**src/rtl/dkong3_obj_scan.sv**
```systemverilog
`default_nettype none
// ============================================================================
// Module   : dkong3_obj_scan
// Purpose  : Per-line sprite object scanner. Walks the object RAM written by
//            the sprite DMA, picks the objects that intersect the line about
//            to be drawn, and builds a double-buffered list (up to LIST_MAX
//            entries) for the sprite line renderer. The scan bank is filled
//            while the renderer reads the display bank from the last scan.
// Revision : 1.0  initial release
// ----------------------------------------------------------------------------
// Ports:
//   I_CLK        in   1  core clock
//   I_RSTn       in   1  asynchronous active-low reset
//   I_H_START    in   1  line pulse: latch line, swap banks, start scan
//   I_VPOS       in   8  target line, sampled on I_H_START
//   I_DMA_BUSY   in   1  sprite DMA is writing object RAM
//   I_OBJ_DQ     in   8  object RAM read data (1 cycle after address)
//   O_OBJ_AB     out 10  object RAM read address
//   O_OBJ_RD     out  1  read strobe
//   I_LIST_IDX   in   4  renderer read index into the display bank
//   O_LIST_Y/CODE/ATTR/X out 8 each: display bank entry I_LIST_IDX
//   O_LIST_CNT   out  5  valid entries in the display bank
//   O_SCAN_DONE  out  1  scan finished, until the next I_H_START
//   O_OVERFLOW   out  1  display bank saw more than LIST_MAX hits
// Build option:
//   DKONG3_OBJSCAN_DMA_HOLD_EN  freeze the scan while I_DMA_BUSY is high and
//                              re-issue the pending read when it drops.
// ============================================================================
module dkong3_obj_scan #(
    parameter int OBJ_COUNT = 96,
    parameter int LIST_MAX  = 16,
    parameter int OBJ_H     = 16
) (
    input  logic       I_CLK,
    input  logic       I_RSTn,
    input  logic       I_H_START,
    input  logic [7:0] I_VPOS,
    input  logic       I_DMA_BUSY,
    input  logic [7:0] I_OBJ_DQ,
    output logic [9:0] O_OBJ_AB,
    output logic       O_OBJ_RD,
    input  logic [3:0] I_LIST_IDX,
    output logic [7:0] O_LIST_Y,
    output logic [7:0] O_LIST_CODE,
    output logic [7:0] O_LIST_ATTR,
    output logic [7:0] O_LIST_X,
    output logic [4:0] O_LIST_CNT,
    output logic       O_SCAN_DONE,
    output logic       O_OVERFLOW
);

    localparam logic [6:0] C_LAST_N   = 7'(OBJ_COUNT - 1);
    localparam logic [4:0] C_LIST_MAX = 5'(LIST_MAX);
    localparam logic [8:0] C_OBJ_H    = 9'(OBJ_H);

    typedef enum logic [2:0] {
        S_IDLE = 3'd0,
        S_ADDR = 3'd1,
        S_CHK  = 3'd2,
        S_RD1  = 3'd3,
        S_RD2  = 3'd4,
        S_RD3  = 3'd5,
        S_CAP  = 3'd6,
        S_DONE = 3'd7
    } state_t;

    state_t      state_q, state_d;
    logic [6:0]  n_q, n_d;
    logic [7:0]  vline_q, vline_d;
    logic [7:0]  y_q, y_d;
    logic [7:0]  code_q, code_d;
    logic [7:0]  attr_q, attr_d;
    logic        sel_q, sel_d;          // index of the bank being scanned into
    logic [4:0]  cnt_q [2];
    logic [1:0]  ovf_q;
    logic [31:0] bank_q [2][16];        // {Y, code, attr, X}

    logic        w_swap;
    logic        w_wr;
    logic        w_ovf_set;
    logic        w_scan;
    logic        w_disp;
    logic [7:0]  w_d;
    logic        w_hit;
    logic        w_freeze;
    logic        w_reissue;
    logic        w_busy_gate;
    logic        w_data_state;
    logic        w_addr_state;
    logic [1:0]  w_sub;

    assign w_scan = sel_q;
    assign w_disp = ~sel_q;

    // Line distance wraps mod 256 so objects straddling line 0 still hit.
    assign w_d   = vline_q - I_OBJ_DQ;
    assign w_hit = (I_OBJ_DQ != 8'h00) && ({1'b0, w_d} < C_OBJ_H);

    // States that consume I_OBJ_DQ addressed in the previous cycle.
    assign w_data_state = (state_q == S_CHK) || (state_q == S_RD2) ||
                          (state_q == S_RD3) || (state_q == S_CAP);
    assign w_addr_state = (state_q == S_ADDR) || (state_q == S_RD1) ||
                          (state_q == S_RD2)  || (state_q == S_RD3);

`ifdef DKONG3_OBJSCAN_DMA_HOLD_EN
    logic hold_q;

    // The cycle after a hold ends re-drives the address whose data the
    // frozen state still needs; the state itself waits one more cycle.
    assign w_reissue   = hold_q & ~I_DMA_BUSY & w_data_state;
    assign w_freeze    = I_DMA_BUSY | w_reissue;
    assign w_busy_gate = I_DMA_BUSY;

    always_ff @(posedge I_CLK or negedge I_RSTn) begin
        if (!I_RSTn) begin
            hold_q <= 1'b0;
        end else begin
            hold_q <= I_DMA_BUSY;
        end
    end
`else
    logic w_unused_busy;

    assign w_unused_busy = I_DMA_BUSY;
    assign w_reissue     = 1'b0;
    assign w_freeze      = 1'b0;
    assign w_busy_gate   = 1'b0;
`endif

    // Next-state logic
    always_comb begin
        state_d   = state_q;
        n_d       = n_q;
        vline_d   = vline_q;
        y_d       = y_q;
        code_d    = code_q;
        attr_d    = attr_q;
        sel_d     = sel_q;
        w_swap    = 1'b0;
        w_wr      = 1'b0;
        w_ovf_set = 1'b0;

        if (I_H_START) begin
            w_swap  = 1'b1;
            sel_d   = ~sel_q;
            vline_d = I_VPOS;
            n_d     = 7'd0;
            state_d = S_ADDR;
        end else if (!w_freeze) begin
            case (state_q)
                S_ADDR: state_d = S_CHK;
                S_CHK: begin
                    if (w_hit) begin
                        if (cnt_q[w_scan] == C_LIST_MAX) begin
                            w_ovf_set = 1'b1;
                            state_d   = S_DONE;
                        end else begin
                            y_d     = I_OBJ_DQ;
                            state_d = S_RD1;
                        end
                    end else begin
                        n_d     = n_q + 7'd1;
                        state_d = (n_q == C_LAST_N) ? S_DONE : S_ADDR;
                    end
                end
                S_RD1: state_d = S_RD2;
                S_RD2: begin
                    code_d  = I_OBJ_DQ;
                    state_d = S_RD3;
                end
                S_RD3: begin
                    attr_d  = I_OBJ_DQ;
                    state_d = S_CAP;
                end
                S_CAP: begin
                    w_wr    = 1'b1;
                    n_d     = n_q + 7'd1;
                    state_d = (n_q == C_LAST_N) ? S_DONE : S_ADDR;
                end
                default: state_d = state_q;
            endcase
        end
    end

    // Byte offset within the entry; a re-issue points at the previous byte.
    always_comb begin
        w_sub = 2'd0;
        if (w_reissue) begin
            case (state_q)
                S_RD2:   w_sub = 2'd1;
                S_RD3:   w_sub = 2'd2;
                S_CAP:   w_sub = 2'd3;
                default: w_sub = 2'd0;
            endcase
        end else begin
            case (state_q)
                S_RD1:   w_sub = 2'd1;
                S_RD2:   w_sub = 2'd2;
                S_RD3:   w_sub = 2'd3;
                S_CAP:   w_sub = 2'd3;
                default: w_sub = 2'd0;
            endcase
        end
    end

    assign O_OBJ_AB    = {1'b0, n_q, w_sub};
    assign O_OBJ_RD    = (w_addr_state & ~w_busy_gate) | w_reissue;
    assign O_SCAN_DONE = (state_q == S_DONE);

    assign O_LIST_Y    = bank_q[w_disp][I_LIST_IDX][31:24];
    assign O_LIST_CODE = bank_q[w_disp][I_LIST_IDX][23:16];
    assign O_LIST_ATTR = bank_q[w_disp][I_LIST_IDX][15:8];
    assign O_LIST_X    = bank_q[w_disp][I_LIST_IDX][7:0];
    assign O_LIST_CNT  = cnt_q[w_disp];
    assign O_OVERFLOW  = ovf_q[w_disp];

    always_ff @(posedge I_CLK or negedge I_RSTn) begin
        if (!I_RSTn) begin
            state_q  <= S_IDLE;
            n_q      <= 7'd0;
            vline_q  <= 8'd0;
            y_q      <= 8'd0;
            code_q   <= 8'd0;
            attr_q   <= 8'd0;
            sel_q    <= 1'b0;
            cnt_q[0] <= 5'd0;
            cnt_q[1] <= 5'd0;
            ovf_q    <= 2'b00;
            for (int b = 0; b < 2; b++) begin
                for (int e = 0; e < 16; e++) begin
                    bank_q[b][e] <= 32'd0;
                end
            end
        end else begin
            state_q <= state_d;
            n_q     <= n_d;
            vline_q <= vline_d;
            y_q     <= y_d;
            code_q  <= code_d;
            attr_q  <= attr_d;
            sel_q   <= sel_d;
            // The bank about to be scanned into is the old display bank.
            if (w_swap) begin
                cnt_q[w_disp] <= 5'd0;
                ovf_q[w_disp] <= 1'b0;
            end
            if (w_wr) begin
                bank_q[w_scan][cnt_q[w_scan][3:0]] <= {y_q, code_q, attr_q, I_OBJ_DQ};
                cnt_q[w_scan] <= cnt_q[w_scan] + 5'd1;
            end
            if (w_ovf_set) begin
                ovf_q[w_scan] <= 1'b1;
            end
        end
    end

endmodule
`default_nettype wire

```
**config.mk**
```make
export PLATFORM = sky130hd
export DESIGN_NAME = dkong3_obj_scan
export DESIGN_NICKNAME = d
export VERILOG_FILES = /design/src/rtl/dkong3_obj_scan.sv
export SDC_FILE = /design/constraint.sdc
export NUM_CORES = 1
export LEC_CHECK = 0
export BUFFER_PORTS_ARGS = -buffer_cell sky130_fd_sc_hd__buf_4
export CAP_MARGIN = 20
export CORE_MARGIN = 4
export CORE_UTILIZATION = 54
export CTS_CLUSTER_SIZE = 12
export DETAILED_ROUTE_END_ITERATION = 16
export MAX_ROUTING_LAYER = met4
export PLACE_DENSITY = 0.78
export RECOVER_POWER = 25
export SYNTH_ARGS = -nofsm -noshare
export SYNTH_HDL_FRONTEND = slang
export SYNTH_SLANG_ARGS = --single-unit
```
**constraint.sdc**
```tcl
create_clock -name I_CLK -period 9.6 [get_ports I_CLK]
set_input_delay 2.88 -clock I_CLK [delete_from_list [all_inputs] [get_ports I_CLK]]
set_output_delay 2.88 -clock I_CLK [all_outputs]
set_load 0.1 [all_outputs]
```
* Word-level counts from Yosys, hierarchy flattened
Cells that the tools add are included.
** Storage, ports and cells
- Input bits :: 24
- Output and inout port bits :: 50
- Bits in registers :: 1079
** Operators by class
- Bitwise logic cells :: 12
- Add/subtract/negate cells :: 3
- Reductions and logical operators :: 17
- Mux-type cells :: 48
- Equality and inequality tests :: 10
- Magnitude comparators :: 12
** Operators by type and width (number)
- 2-to-1 mux 512 bit :: 4
- bitwise mux 1024 bit :: 1
- demux 512 bit (select 1 bit) :: 1
- binary-select mux 32 bit (select 4 bit) :: 1
- demux 32 bit (select 4 bit) :: 1
- 2-to-1 mux 32 bit :: 3
- 2-to-1 mux 5 bit :: 8
- 2-to-1 mux 10 bit :: 2
- one-hot mux 3 bit (6 select lines) :: 1
- 2-to-1 mux 7 bit :: 2
- one-hot mux 7 bit (2 select lines) :: 1
- == test 3 bit (second input constant) :: 4
- 2-to-1 mux 3 bit :: 4
- 2-to-1 mux 1 bit :: 11
- AND 10 bit :: 1
- bitwise mux 10 bit :: 1
- demux 5 bit (select 1 bit) :: 2
- >= comparator 5 bit (second input constant) :: 2
- inverter 10 bit :: 1
- inverter 4 -> 5 bit :: 2
- < comparator 8 x 5 -> 1 bit (second input constant) :: 1
- nonzero test 8 bit :: 1
- subtractor 8 bit :: 1
- adder 7 x 1 -> 7 bit (second input constant) :: 1
- 26 further kinds :: 45

* Logic depth before layout (Yosys ltp)
- Depth in word-level cells :: 12
- Depth in mapped cells :: 13
- Gate-level depth less buffers :: 9

* Least setup slack after synthesis
No wires, ideal clock.
- Kind :: input -> output
- Start :: input port I_LIST_IDX[0]
- End :: output port O_LIST_ATTR[0]
- Cell stages on the path :: 5
- Buffers on the path :: 2
- Data required time :: 6720 ps
- Arrival :: 4816 ps
- Slack :: 1904 ps
- Cells stage by stage :: clkbuf_1 > clkbuf_1 > mux4_2 > mux4_2 > mux2_2
** On the way
- Cells in the longest elaborated chain, start to end :: 4
** Ends and longest elaborated chain
- start: declaration :: line 42 : input logic [3:0] I_LIST_IDX,
- inverter 4 -> 5 bit (not written as such) :: line 212 : assign O_LIST_ATTR = bank_q[w_disp][I_LIST_IDX][15:8];
- binary-select mux 32 bit (select 4 bit) :: line 212
- 2-to-1 mux 32 bit (2 in series)
- end: declaration :: line 45 : output logic [7:0] O_LIST_ATTR,
No other way between the ends. The select of a mux whose other input is x is not followed.

* Worst setup path in the final report
- Start :: input port I_LIST_IDX[0]
- End :: output port O_LIST_X[2]
** On the way
- Cells in the longest elaborated chain, start to end :: 4
** Ends and longest elaborated chain
- inverter 4 -> 5 bit (not written as such) :: line 213 : assign O_LIST_X = bank_q[w_disp][I_LIST_IDX][7:0];
- binary-select mux 32 bit (select 4 bit) :: line 213
- 2-to-1 mux 32 bit (not written as such) (2 in series) :: line 213
- end: declaration :: line 46 : output logic [7:0] O_LIST_X,
No other way between the ends. The select of a mux whose other input is x is not followed.

==> key figures <==
Layout
  – Fraction of layout cells with a size suffix above 1: 0.518
  – Area growth from synthesis to layout: 9.70%
  – Nets: approximately 3000

STA
  – RSZ-0062 raised after global routing: no
  – Least-Margin Pin Slew: 4.01 ns
  – Setup violators final: 0
  – Clock Skew: around 0.033 ns
  – F_max: between 100 and 150 MHz
  – Final hold vios: 0
  – TNS Setup: 0 ns
  – Final Max Slew Viols: between 700 and 800
  – Period utilization: 0.856
  – Clock period minus worst slack: 8.21 ns
  – Slew HR: -1.67

CTS
  – Postcts setup bufs: 0
  – TritonCTS clock tree: yes
  – Total clock sinks: approximately 1100
  – Hold buffers post-CTS: 0
  – CTS H-Tree Depth: 3
  – Total CTS buffers: between 100 and 150
  – Post-cts repair resize count: 0
  – Root Buffer: clkbuf_16
  – CTS clk-pin slew, worst paths: around 0.060 ns
  – Clk_lat worst skew: around 0.68 ns
  – CTS Buffer Depth: 3

Placed design
  – DP Wirelength: roughly 69000 um
  – Port buffer count: 71
  – Gpl congestion: ~0.8

Synth
  – Post-synth EDFFs: 0
  – Yosys reg bits: 1079
  – Post-synthesis sequential area ratio: 0.552
  – Ys Warns: 0
  – Cells after Synth: between 3000 and 4000
  – Synthesized area per cell: around 16 um2
  – Cell area after synthesis: 48900 um2
  – Async SR Flop Fraction: 1.00
  – Syn Nets: ~3100
  – Synth Flop Type: dfrtp_1
  – Count of cell types in the netlist: 53

Worst setup path
  – Startpoint Class: primary input
  – Worst-path fanout max: 62
  – CP Capture Type: output pin
  – R2R depth: 8
  – Worst Path Arrival: ~5.3 ns
  – Reg2Reg Setup Slack: between 4 and 5 ns
  – FF-to-FF Start: sel_q
  – Critical path class: primary input to output pin
  – R2r endpoint: bank_q[520]
  – Worst path required time: ~6.7 ns

Power and ir drop
  – Total power: 10100 uW
  – Peak VDD IR: between 0.00015 and 0.0002 V
  – Power density cells: around 190 nW/um2
  – P_leak: 0.0258 uW

Drt
  – Avg Vias per Cell: 6.44
  – Initial drt markers: ~2300
  – Final WL: roughly 120000 um
  – Antenna-violating nets left: 0
  – Drt first pass iters: 6
  – Vias: ~28000
  – WL/cell: between 20 and 30 um
  – DRC: 0

Min path
  – Hold Startpoint: bank_q[193]
  – HP Class: flop to flop
  – Worst Hold End: bank_q[193]
  – Hold Path Depth: 2

Floorplan
  – FP Rows: 110
  – Initial core utilization: 0.543
  – Core area: 90000 um2
  – Die area: approximately 95000 um2
  – Die height: between 300 and 400 um
  – Boundary pin count: 74
  – Chip width: about 310 um

Global route
  – GR Util All Layers: 0.267
  – Met1 Track Usage GR: 0.354
  – Total grt overflow: 0
  – Global-route wire length before repair: 186000 um
  – Largest net degree at the start of global routing: between 150 and 200
  – Initial antenna violation count: 1
  – M3 GR Usage: 0.0472
  – Top Usage Layer GRT: met2
  – Vias in the first global route: roughly 30000
  – GR Layer Usage met2: 0.431

Outcome
  – Failing checks: capacitance limit, slew limit
  – Outcome: finished, violations left

Job
  – Max Cap Viol: 8
==> cell type report <==
cell class,instances,area [um2]
multi-input cells,1707,20700
fillers,6417,36300
repair buffers,134,1070
well taps,1176,1470
diodes,1,2.50
clock inverters,15,140
clock buffers,169,3230
flip-flops and latches,1079,27000
inverters,13,48.8
==> stage by stage <==
step | instances | utilization | cell area [um2] | hold slack (ns) | worst slack (ns)
2_1_floorplan | 3101 | - | 48900 | 0.445 | 1.90
3_3_place_gp | 4107 | 0.560 | 50400 | 0.456 | 1.44
3_5_place_dp | 4107 | 0.560 | 50400 | 0.468 | 1.42
4_1_cts | 4291 | 0.597 | 53700 | 0.481 | 1.42
5_1_grt | 4294 | 0.596 | 53700 | 0.501 | 1.37
6_report | 4294 | 0.596 | 53700 | 0.482 | 1.39
==> how the worst max path moves through the flow <==
stage                     endpoint          start  cells past startpoint
floorplan           O_LIST_ATTR[0]  I_LIST_IDX[0]                      5
global placement       O_LIST_Y[2]  I_LIST_IDX[0]                      6
detailed placement     O_LIST_Y[2]  I_LIST_IDX[0]                      6
CTS                 O_LIST_CODE[2]  I_LIST_IDX[0]                      6
global route           O_LIST_Y[2]  I_LIST_IDX[0]                      6
finish                 O_LIST_X[2]  I_LIST_IDX[0]                      6
==> state kept, by name (all words and copies together), names as in the netlist <==
signal and cells:
attr_q 8, bank_q 1024, cnt_q 10, code_q 8, n_q 7, ovf_q 2, sel_q 1, state_q 3
vline_q 8, y_q 8
==> cell usage in the layout (no fill, tap or decap), drive strengths merged, types with 6 or more instances in the layout <==
| cell type | count |
|---|---|
| ha | 11 |
| dfrtp | 1079 |
| nor2 | 19 |
| or3 | 6 |
| mux4 | 320 |
| clkbuf | 180 |
| mux2i | 6 |
| nand3 | 19 |
| o21ai | 119 |
| mux2 | 998 |
| nand2 | 123 |
| buf | 123 |
| clkinv | 13 |
| nand2b | 8 |
| inv | 13 |
| a21oi | 19 |
==> logic make-up after synthesis <==
group,after synthesis,share of synthesized area
other cells,1,0.0000767
compound gates,153,0.0173
fa+ha+maj,11,0.00281
buf+inv,315,0.0279
simple gates,210,0.0203
flops,1079,0.552
xor+xnor,8,0.00143
mux,1324,0.378
==> synthesized netlist by cell type (2+ instances only) <==
master	n	area (um2)
nand3b_1	2	15.0
a21oi_1	19	95.1
and3_1	4	25.0
or3_1	6	37.5
mux2_2	974	11000
xor2_1	3	26.3
o21ai_0	118	591
inv_1	12	45.0
buf_2	106	531
nor4_2	5	62.6
xnor2_1	5	43.8
mux2_1	24	270
nand2_1	123	462
nand4_1	5	31.3
nand3_1	19	95.1
buf_4	11	82.6
nor3_1	3	15.0
mux4_2	320	7210
ha_1	11	138
nor2b_1	5	31.3
clkbuf_1	146	548
mux2i_1	6	60.1
buf_1	37	139
a21o_1	2	15.0
dfrtp_1	1079	27000
nor2_1	18	67.6
nand2b_1	7	43.8
a311oi_1	2	17.5
and2_1	4	25.0
or3b_2	2	17.5
==> layer usage <==
layer  up-vias  wire length, um  share of wire
met2       860            60700           0.50
li1      11400                -              -
met4         0             3780          0.031
met5         -                0              0
met3       252             7580          0.063
met1     15200            49100           0.41
==> where the power goes <==
part	switching (uW)	total [uW]	internal, uW
clock network	1720	4040	2320
registers	361	4980	4620
logic	587	1040	456
total	2670	10100	7390
==> worst max-delay path, stage by stage <==
cell and delay [ns]:
buf_8 0.46, buf_12 0.41, mux4_2 0.38, mux4_2 0.49
mux2_2 0.34, buf_4 0.25
Note: power is estimated with default switching activity, not from simulation.
